**src/rtl/chip_bank_tracker.sv**
```systemverilog
// chip_bank_tracker
//   Chip-level DRAM command front end. Decodes one-hot command strobes to a
//   flat bank index ({bg,ba}), runs a per-bank state machine with tRCD/tRP/tRFC
//   countdown timers and keeps a per-bank open-row table. Illegal or too-early
//   commands are rejected with an error code; accepted reads produce a
//   CL-delayed data-valid pulse.
//
//   Ports:
//     clk, rst            clock (rising edge), synchronous active-high reset
//     halt                freezes timers, bank FSMs, read pipe and command intake
//     ACT..REF            one-hot command strobes
//     bg, ba, row, column command address
//     cmd_accept/cmd_error/err_code  registered result of last cycle's command
//     bank_open           bit i set while bank i is ACTIVE
//     open_row            row table entry of the addressed bank (combinational)
//     rd_valid/rd_bank/rd_col        read data valid pulse and its bank/column
//     err_count           (only with CHIP_ERR_COUNT_EN) saturating error counter
//
//   Build option: define CHIP_ERR_COUNT_EN to add the err_count output.
//
//   Error codes: 1 MULTI, 2 OPEN, 3 CLOSED, 4 BUSY, 5 REFBLK.

module chip_bank_tracker #(
  parameter int ADDRWIDTH     = 17,
  parameter int COLWIDTH      = 10,
  parameter int BANKGROUPS    = 2,
  parameter int BANKSPERGROUP = 2,
  parameter int TRCD          = 4,
  parameter int TRP           = 4,
  parameter int TRFC          = 16,
  parameter int CL            = 5
) (
  input  logic                                          clk,
  input  logic                                          rst,
  input  logic                                          halt,
  input  logic                                          ACT,
  input  logic                                          PR,
  input  logic                                          PRA,
  input  logic                                          RD,
  input  logic                                          RDA,
  input  logic                                          WR,
  input  logic                                          WRA,
  input  logic                                          REF,
  input  logic [$clog2(BANKGROUPS)-1:0]                 bg,
  input  logic [$clog2(BANKSPERGROUP)-1:0]              ba,
  input  logic [ADDRWIDTH-1:0]                          row,
  input  logic [COLWIDTH-1:0]                           column,
  output logic                                          cmd_accept,
  output logic                                          cmd_error,
  output logic [2:0]                                    err_code,
  output logic [BANKGROUPS*BANKSPERGROUP-1:0]           bank_open,
  output logic [ADDRWIDTH-1:0]                          open_row,
  output logic                                          rd_valid,
  output logic [$clog2(BANKGROUPS*BANKSPERGROUP)-1:0]   rd_bank,
  output logic [COLWIDTH-1:0]                           rd_col
`ifdef CHIP_ERR_COUNT_EN
  ,
  output logic [15:0]                                   err_count
`endif
);

  localparam int NBANKS = BANKGROUPS * BANKSPERGROUP;
  localparam int BW     = $clog2(NBANKS);
  localparam int TMAX   = (TRFC > TRCD) ? ((TRFC > TRP) ? TRFC : TRP)
                                        : ((TRCD > TRP) ? TRCD : TRP);
  localparam int TW     = $clog2(TMAX + 1);

  localparam logic [2:0] E_MULTI  = 3'd1;
  localparam logic [2:0] E_OPEN   = 3'd2;
  localparam logic [2:0] E_CLOSED = 3'd3;
  localparam logic [2:0] E_BUSY   = 3'd4;
  localparam logic [2:0] E_REFBLK = 3'd5;

  typedef enum logic [2:0] {
    B_IDLE,
    B_ACTIVATING,
    B_ACTIVE,
    B_PRECHARGING,
    B_REFRESHING
  } bank_state_t;

  // A transient state is held for (duration-1) further edges after the accept
  // edge; a duration of 1 therefore skips the transient state entirely so the
  // destination is visible on the very next cycle.
  localparam bank_state_t ACT_ST = (TRCD == 1) ? B_ACTIVE : B_ACTIVATING;
  localparam bank_state_t PRE_ST = (TRP  == 1) ? B_IDLE   : B_PRECHARGING;
  localparam bank_state_t REF_ST = (TRFC == 1) ? B_IDLE   : B_REFRESHING;
  localparam logic [TW-1:0] ACT_T = TW'(TRCD - 1);
  localparam logic [TW-1:0] PRE_T = TW'(TRP - 1);
  localparam logic [TW-1:0] REF_T = TW'(TRFC - 1);

  bank_state_t            state_q [NBANKS];
  bank_state_t            state_d [NBANKS];
  logic [TW-1:0]          timer_q [NBANKS];
  logic [TW-1:0]          timer_d [NBANKS];
  logic [ADDRWIDTH-1:0]   row_q   [NBANKS];

  logic [BW-1:0]          bank_idx;
  logic [7:0]             strobes;
  bank_state_t            sel;
  logic                   pra_block;
  logic                   all_idle;
  logic                   row_we;
  logic                   accept_d;
  logic                   error_d;
  logic [2:0]             code_d;
  logic                   rd_issue;

  logic                   pipe_v    [CL];
  logic [BW-1:0]          pipe_bank [CL];
  logic [COLWIDTH-1:0]    pipe_col  [CL];

  assign bank_idx = {bg, ba};
  assign strobes  = {ACT, PR, PRA, RD, RDA, WR, WRA, REF};
  assign open_row = row_q[bank_idx];
  assign rd_valid = pipe_v[CL-1];
  assign rd_bank  = pipe_bank[CL-1];
  assign rd_col   = pipe_col[CL-1];

  always_comb begin
    for (int unsigned b = 0; b < NBANKS; b++) begin
      bank_open[b] = (state_q[b] == B_ACTIVE);
    end
  end

  // Next-state: timer advance for transient banks, then command decode.
  // Commands only ever modify banks in a stable state, so they never collide
  // with the timer advance of the same bank.
  always_comb begin
    state_d   = state_q;
    timer_d   = timer_q;
    row_we    = 1'b0;
    accept_d  = 1'b0;
    error_d   = 1'b0;
    code_d    = err_code;
    rd_issue  = 1'b0;
    pra_block = 1'b0;
    all_idle  = 1'b1;
    sel       = state_q[bank_idx];

    for (int unsigned b = 0; b < NBANKS; b++) begin
      if (state_q[b] == B_ACTIVATING || state_q[b] == B_REFRESHING) pra_block = 1'b1;
      if (state_q[b] != B_IDLE) all_idle = 1'b0;
    end

    if (!halt) begin
      code_d = '0;

      for (int unsigned b = 0; b < NBANKS; b++) begin
        case (state_q[b])
          B_ACTIVATING, B_PRECHARGING, B_REFRESHING: begin
            if (timer_q[b] <= TW'(1)) begin
              state_d[b] = (state_q[b] == B_ACTIVATING) ? B_ACTIVE : B_IDLE;
              timer_d[b] = '0;
            end else begin
              timer_d[b] = timer_q[b] - TW'(1);
            end
          end
          default: ;
        endcase
      end

      if ($countones(strobes) > 1) begin
        error_d = 1'b1;
        code_d  = E_MULTI;
      end else if (strobes != '0) begin
        if (ACT) begin
          if (sel == B_IDLE) begin
            accept_d           = 1'b1;
            row_we             = 1'b1;
            state_d[bank_idx]  = ACT_ST;
            timer_d[bank_idx]  = ACT_T;
          end else if (sel == B_ACTIVE) begin
            error_d = 1'b1;
            code_d  = E_OPEN;
          end else begin
            error_d = 1'b1;
            code_d  = E_BUSY;
          end
        end else if (PR) begin
          if (sel == B_ACTIVE) begin
            accept_d          = 1'b1;
            state_d[bank_idx] = PRE_ST;
            timer_d[bank_idx] = PRE_T;
          end else if (sel == B_IDLE || sel == B_PRECHARGING) begin
            accept_d = 1'b1;
          end else begin
            error_d = 1'b1;
            code_d  = E_BUSY;
          end
        end else if (PRA) begin
          if (pra_block) begin
            error_d = 1'b1;
            code_d  = E_BUSY;
          end else begin
            accept_d = 1'b1;
            for (int unsigned b = 0; b < NBANKS; b++) begin
              if (state_q[b] == B_ACTIVE) begin
                state_d[b] = PRE_ST;
                timer_d[b] = PRE_T;
              end
            end
          end
        end else if (REF) begin
          if (all_idle) begin
            accept_d = 1'b1;
            for (int unsigned b = 0; b < NBANKS; b++) begin
              state_d[b] = REF_ST;
              timer_d[b] = REF_T;
            end
          end else begin
            error_d = 1'b1;
            code_d  = E_REFBLK;
          end
        end else begin
          // RD, RDA, WR, WRA
          if (sel == B_ACTIVE) begin
            accept_d = 1'b1;
            rd_issue = RD | RDA;
            if (RDA | WRA) begin
              state_d[bank_idx] = PRE_ST;
              timer_d[bank_idx] = PRE_T;
            end
          end else if (sel == B_IDLE) begin
            error_d = 1'b1;
            code_d  = E_CLOSED;
          end else begin
            error_d = 1'b1;
            code_d  = E_BUSY;
          end
        end
      end
    end
  end

  always_ff @(posedge clk) begin
    if (rst) begin
      for (int unsigned b = 0; b < NBANKS; b++) begin
        state_q[b] <= B_IDLE;
        timer_q[b] <= '0;
        row_q[b]   <= '0;
      end
    end else begin
      state_q <= state_d;
      timer_q <= timer_d;
      if (row_we) row_q[bank_idx] <= row;
    end
  end

  always_ff @(posedge clk) begin
    if (rst) begin
      cmd_accept <= 1'b0;
      cmd_error  <= 1'b0;
      err_code   <= '0;
      for (int unsigned i = 0; i < CL; i++) begin
        pipe_v[i]    <= 1'b0;
        pipe_bank[i] <= '0;
        pipe_col[i]  <= '0;
      end
`ifdef CHIP_ERR_COUNT_EN
      err_count  <= '0;
`endif
    end else begin
      cmd_accept <= accept_d;
      cmd_error  <= error_d;
      err_code   <= code_d;
      if (!halt) begin
        pipe_v[0]    <= rd_issue;
        pipe_bank[0] <= bank_idx;
        pipe_col[0]  <= column;
        for (int unsigned i = 1; i < CL; i++) begin
          pipe_v[i]    <= pipe_v[i-1];
          pipe_bank[i] <= pipe_bank[i-1];
          pipe_col[i]  <= pipe_col[i-1];
        end
      end
`ifdef CHIP_ERR_COUNT_EN
      if (error_d && (err_count != '1)) err_count <= err_count + 16'd1;
`endif
    end
  end

endmodule
```
**config.mk**
```make
export PLATFORM = sky130hd
export DESIGN_NAME = chip_bank_tracker
export DESIGN_NICKNAME = d
export VERILOG_FILES = /design/src/rtl/chip_bank_tracker.sv
export SDC_FILE = /design/constraint.sdc
export NUM_CORES = 1
export LEC_CHECK = 0
export BUFFER_PORTS_ARGS = -buffer_cell sky130_fd_sc_hd__buf_2
export CORE_AREA = 2 2 126 128
export DETAILED_ROUTE_END_ITERATION = 12
export DIE_AREA = 0 0 128 130
export GPL_ROUTABILITY_DRIVEN = 0
export PLACE_DENSITY = 0.72
export SYNTH_ARGS = -nofsm -noshare
export SYNTH_HDL_FRONTEND = slang
export SYNTH_SLANG_ARGS = --single-unit
```
**constraint.sdc**
```tcl
create_clock -name clk -period 5.75 [get_ports clk]
set_input_delay 1.15 -clock clk [delete_from_list [all_inputs] [get_ports clk]]
set_output_delay 1.15 -clock clk [all_outputs]
set_load 0.1 [all_outputs]
```
==> metrics.csv <==
stage;metric;value;unit
setup_path;r2r-end;row_q[2][6]$_SDFFCE_PN0P_;
clocking;cts_tree;done;
setup_path;ff2ff_setup_slack;2.99;ns
setup_path;worstSetupPathType;input pin to flip-flop;
pwr;vdd_drop_max;229;uV
sta;finalSetupTns;0;ns
synth;synth_area;8240;um2
floorplan;rows;46;
run_status;outcome;completed;
synth;synth_seq_area_share;57.5;%
clocking;numCtsBuffers;17;
setup_path;startpoint_type;input pin;
sta;skew;0.00750;ns
floorplan;io_pins;79;
setup_path;worstSetupEndpointType;flip-flop;
clocking;htreeDepth;4;
final_layout;layout-drive-gt1-share;21.0;%
sta;period_share;91.5;%
clocking;cts_setup_buffers;0;
sta;fmax;190;MHz
floorplan;core;15400;um2
grt;met1_usage;26.1;%
sta;fin_crit;5.26;ns
pwr;p_leak;0.00362;uW
floorplan;dieArea;16600;um2
synth;synth_nets;720;
placed_design;dpl.cell_count;890;
min_path;holdCritPathClass;flip-flop to flip-flop;
pwr;combinationalPowerShare;15.4;%
setup_path;arrival;5.33;ns
min_path;hold_path_depth;2;
clocking;clk_latency;0.43;ns
floorplan;initial_core_util;53.4;%
sta;setup_ws;0.491;ns
setup_path;r2r_cells;5;
grt;grt_antenna_before_repair;0;
placed_design;hpwl;10700;um
final_layout;fin_nets;773;
synth;ys_ff_latch;170;
placed_design;port_buffers;78;
grt;grt_util_met2;34.8;%
final_layout;final_cells;922;
final_layout;multi_input_area;3100;um2
clocking;clockRootBuffer;clkbuf_16;
sta;slew_headroom;38.1;%
sta;slew_viol_final;0;
clocking;clock_path_buffers;2;
sta;worst_pin_slew;0.927;ns
grt;grt_max_degree;66;
final_layout;mostFrequentLayoutCells;and2_1, edfxtp_1, buf_2;
synth;synth-edff-count;133;
pwr;p_int;2160;uW
clocking;clock-sinks;170;
clocking;postCtsHoldBufs;0;
pwr;power-per-cell-area;327;nW/um2
run;maxCapViolCount;0;
pwr;p_seq_share;47.0;%
routing;drc;0;
grt;grt_pass1_wl;26300;um
clocking;post_cts_resized;0;
routing;vias;5296;
setup_path;cp.required;5.82;ns
grt;overflow;0;
setup_path;cp_max_fo;17;
routing;routed_wl;16500;um
routing;viasPerCell;5.74;
synth;synthCells;664;
pwr;sw_frac_of_total;28.2;%
floorplan;die_x;128;um
final_layout;diodes;0;
sta;finalSetupViolCount;0;
routing;firstDrtPassIters;5;
synth;avgSynthCellArea;12.4;um2
final_layout;synthToLayoutAreaGrowth;12.0;%
sta;hold_viol;0;
synth;ys_warn_count;0;
pwr;p_sw;851;uW
min_path;hold_end;err_code[2]$_SDFFE_PP0N_;
sta;rsz0062_at_grt;no;
routing;drtIter0Drc;443;
min_path;hold_start;err_code[2]$_SDFFE_PP0N_;
grt;track_usage;20.5;%
pwr;p_clk_share;37.5;%
synth;ys_async_sr_fraction;0;%
sta;whs;0.468;ns
synth;ys_types;58;
final_layout;seq_area;4730;um2
floorplan;die_y;130;um
clocking;clkSlewWorstSetupHoldPaths;0.06;ns
final_layout;fill_cells;1233;
routing;ant_nets;0;
placed_design;place_ws;0.0685;ns
grt;met3_usage;4.14;%
setup_path;reg2reg_from;state_q[2]$_SDFFE_PP0N_;
routing;wl_per_cell;17.9;um
grt;grt_pass1_vias;5163;
synth;synthFlopType;edfxtp_1;
grt;grt.busiest_layer;met2;
[flip-flops by register name (all words and copies together), names as in the netlist]
| name | flops |
|---|---|
| err_code | 3 |
| cmd_error | 1 |
| cmd_accept | 1 |
| pipe_v | 5 |
| row_q | 68 |
| state_q | 12 |
| pipe_bank | 10 |
| timer_q | 20 |
| pipe_col | 50 |
[cells by family (layout without fill, tap and decap cells)]
logic type	Yosys count	after routing	share of synthesized area [%]
adder cells (fa/ha/maj)	16	16	2.80
multiplexers	29	29	6.56
AO/OA/AOI/OAI	109	109	9.45
buffers and inverters	79	145	4.92
flip-flops	170	170	57.5
XOR/XNOR	9	9	0.957
AND/OR/NAND/NOR	252	252	17.8
[cell type report]
cell class | instances | area share, %
Sequential cell | 170 | 51.3
Multi-Input combinational cell | 415 | 33.6
Timing Repair Buffer | 88 | 5.05
Clock buffer | 17 | 4.61
Tap cell | 192 | 2.60
Clock inverter | 15 | 1.74
Inverter | 25 | 1.02
[critical path, cell delays in order]
cell	delay [ns]
buf_2	0.18
fa_1	0.58
inv_1	0.07
fa_1	0.50
fa_1	0.41
inv_1	0.08
ha_1	0.18
inv_1	0.08
fa_1	0.44
a211oi_1	0.21
mux2i_1	0.15
nand3b_1	0.29
nor4_4	0.35
and3_1	0.22
or2_2	0.41
[Yosys cell counts (4+ instances only)]
master     instances  area share (%)
and2_1           133              10
edfxtp_1         133              48
dfxtp_1           37             9.0
nor2_1            34             1.5
clkbuf_1          25             1.1
a21oi_1           24             1.5
inv_1             24             1.1
mux4_2            20             5.5
nand2_1           19            0.87
o21ai_0           14            0.85
buf_4             12             1.1
ha_1              12             1.8
nor3_1            12            0.73
nor2b_1           11            0.84
a21o_1             9            0.82
mux2i_1            9             1.1
nor3b_1            9            0.82
o31ai_1            9            0.82
buf_2              8            0.49
nor4_1             8            0.61
buf_6              7            0.96
xnor2_1            7            0.74
a22o_1             6            0.64
and3_1             6            0.46
o21ai_1            6            0.36
a221oi_1           5            0.53
nand4_1            5            0.38
o22ai_1            5            0.38
o2bb2ai_1          5            0.53
fa_1               4            0.97
o41ai_1            4            0.43
or2_2              4            0.30
[through the flow]
stage                     power, uW  area (um2)  util [%]
final                          3010        9220      59.8
after global routing           3120        9220      59.8
after CTS                      3030        9220      59.8
after detailed placement       1910        8640      56.0
after global placement         1890        8640      56.0
after floorplan                1800        8240         -
[worst max path at each step]
stage	startpoint	endpoint	slack, ns
CTS	ACT	row_q[2][8]$_SDFFCE_PN0P_	0.49
global route	ACT	row_q[1][14]$_SDFFCE_PN0P_	0.29
finish	ACT	row_q[2][6]$_SDFFCE_PN0P_	0.49
floorplan	ACT	row_q[1][0]$_SDFFCE_PN0P_	0.54
detailed placement	ACT	row_q[0][15]$_SDFFCE_PN0P_	0.07
global placement	ACT	row_q[1][12]$_SDFFCE_PN0P_	0.33
[power by group through the flow]
stage | registers, uW | logic, uW | clock network, uW
6_report | 1420 | 464 | 1130
2_1_floorplan | 1460 | 336 | 0
3_3_place_gp | 1440 | 450 | 0
5_1_grt | 1420 | 494 | 1200
4_1_cts | 1420 | 464 | 1150
3_5_place_dp | 1440 | 462 | 0
[layer usage]
layer | share of wire, % | vias up
met3 | 4.5 | 25
met4 | 2.0 | 0
met2 | 51 | 157
met5 | 0 | -
li1 | - | 2523
met1 | 43 | 2591
Power figures use the tool's default switching activity.
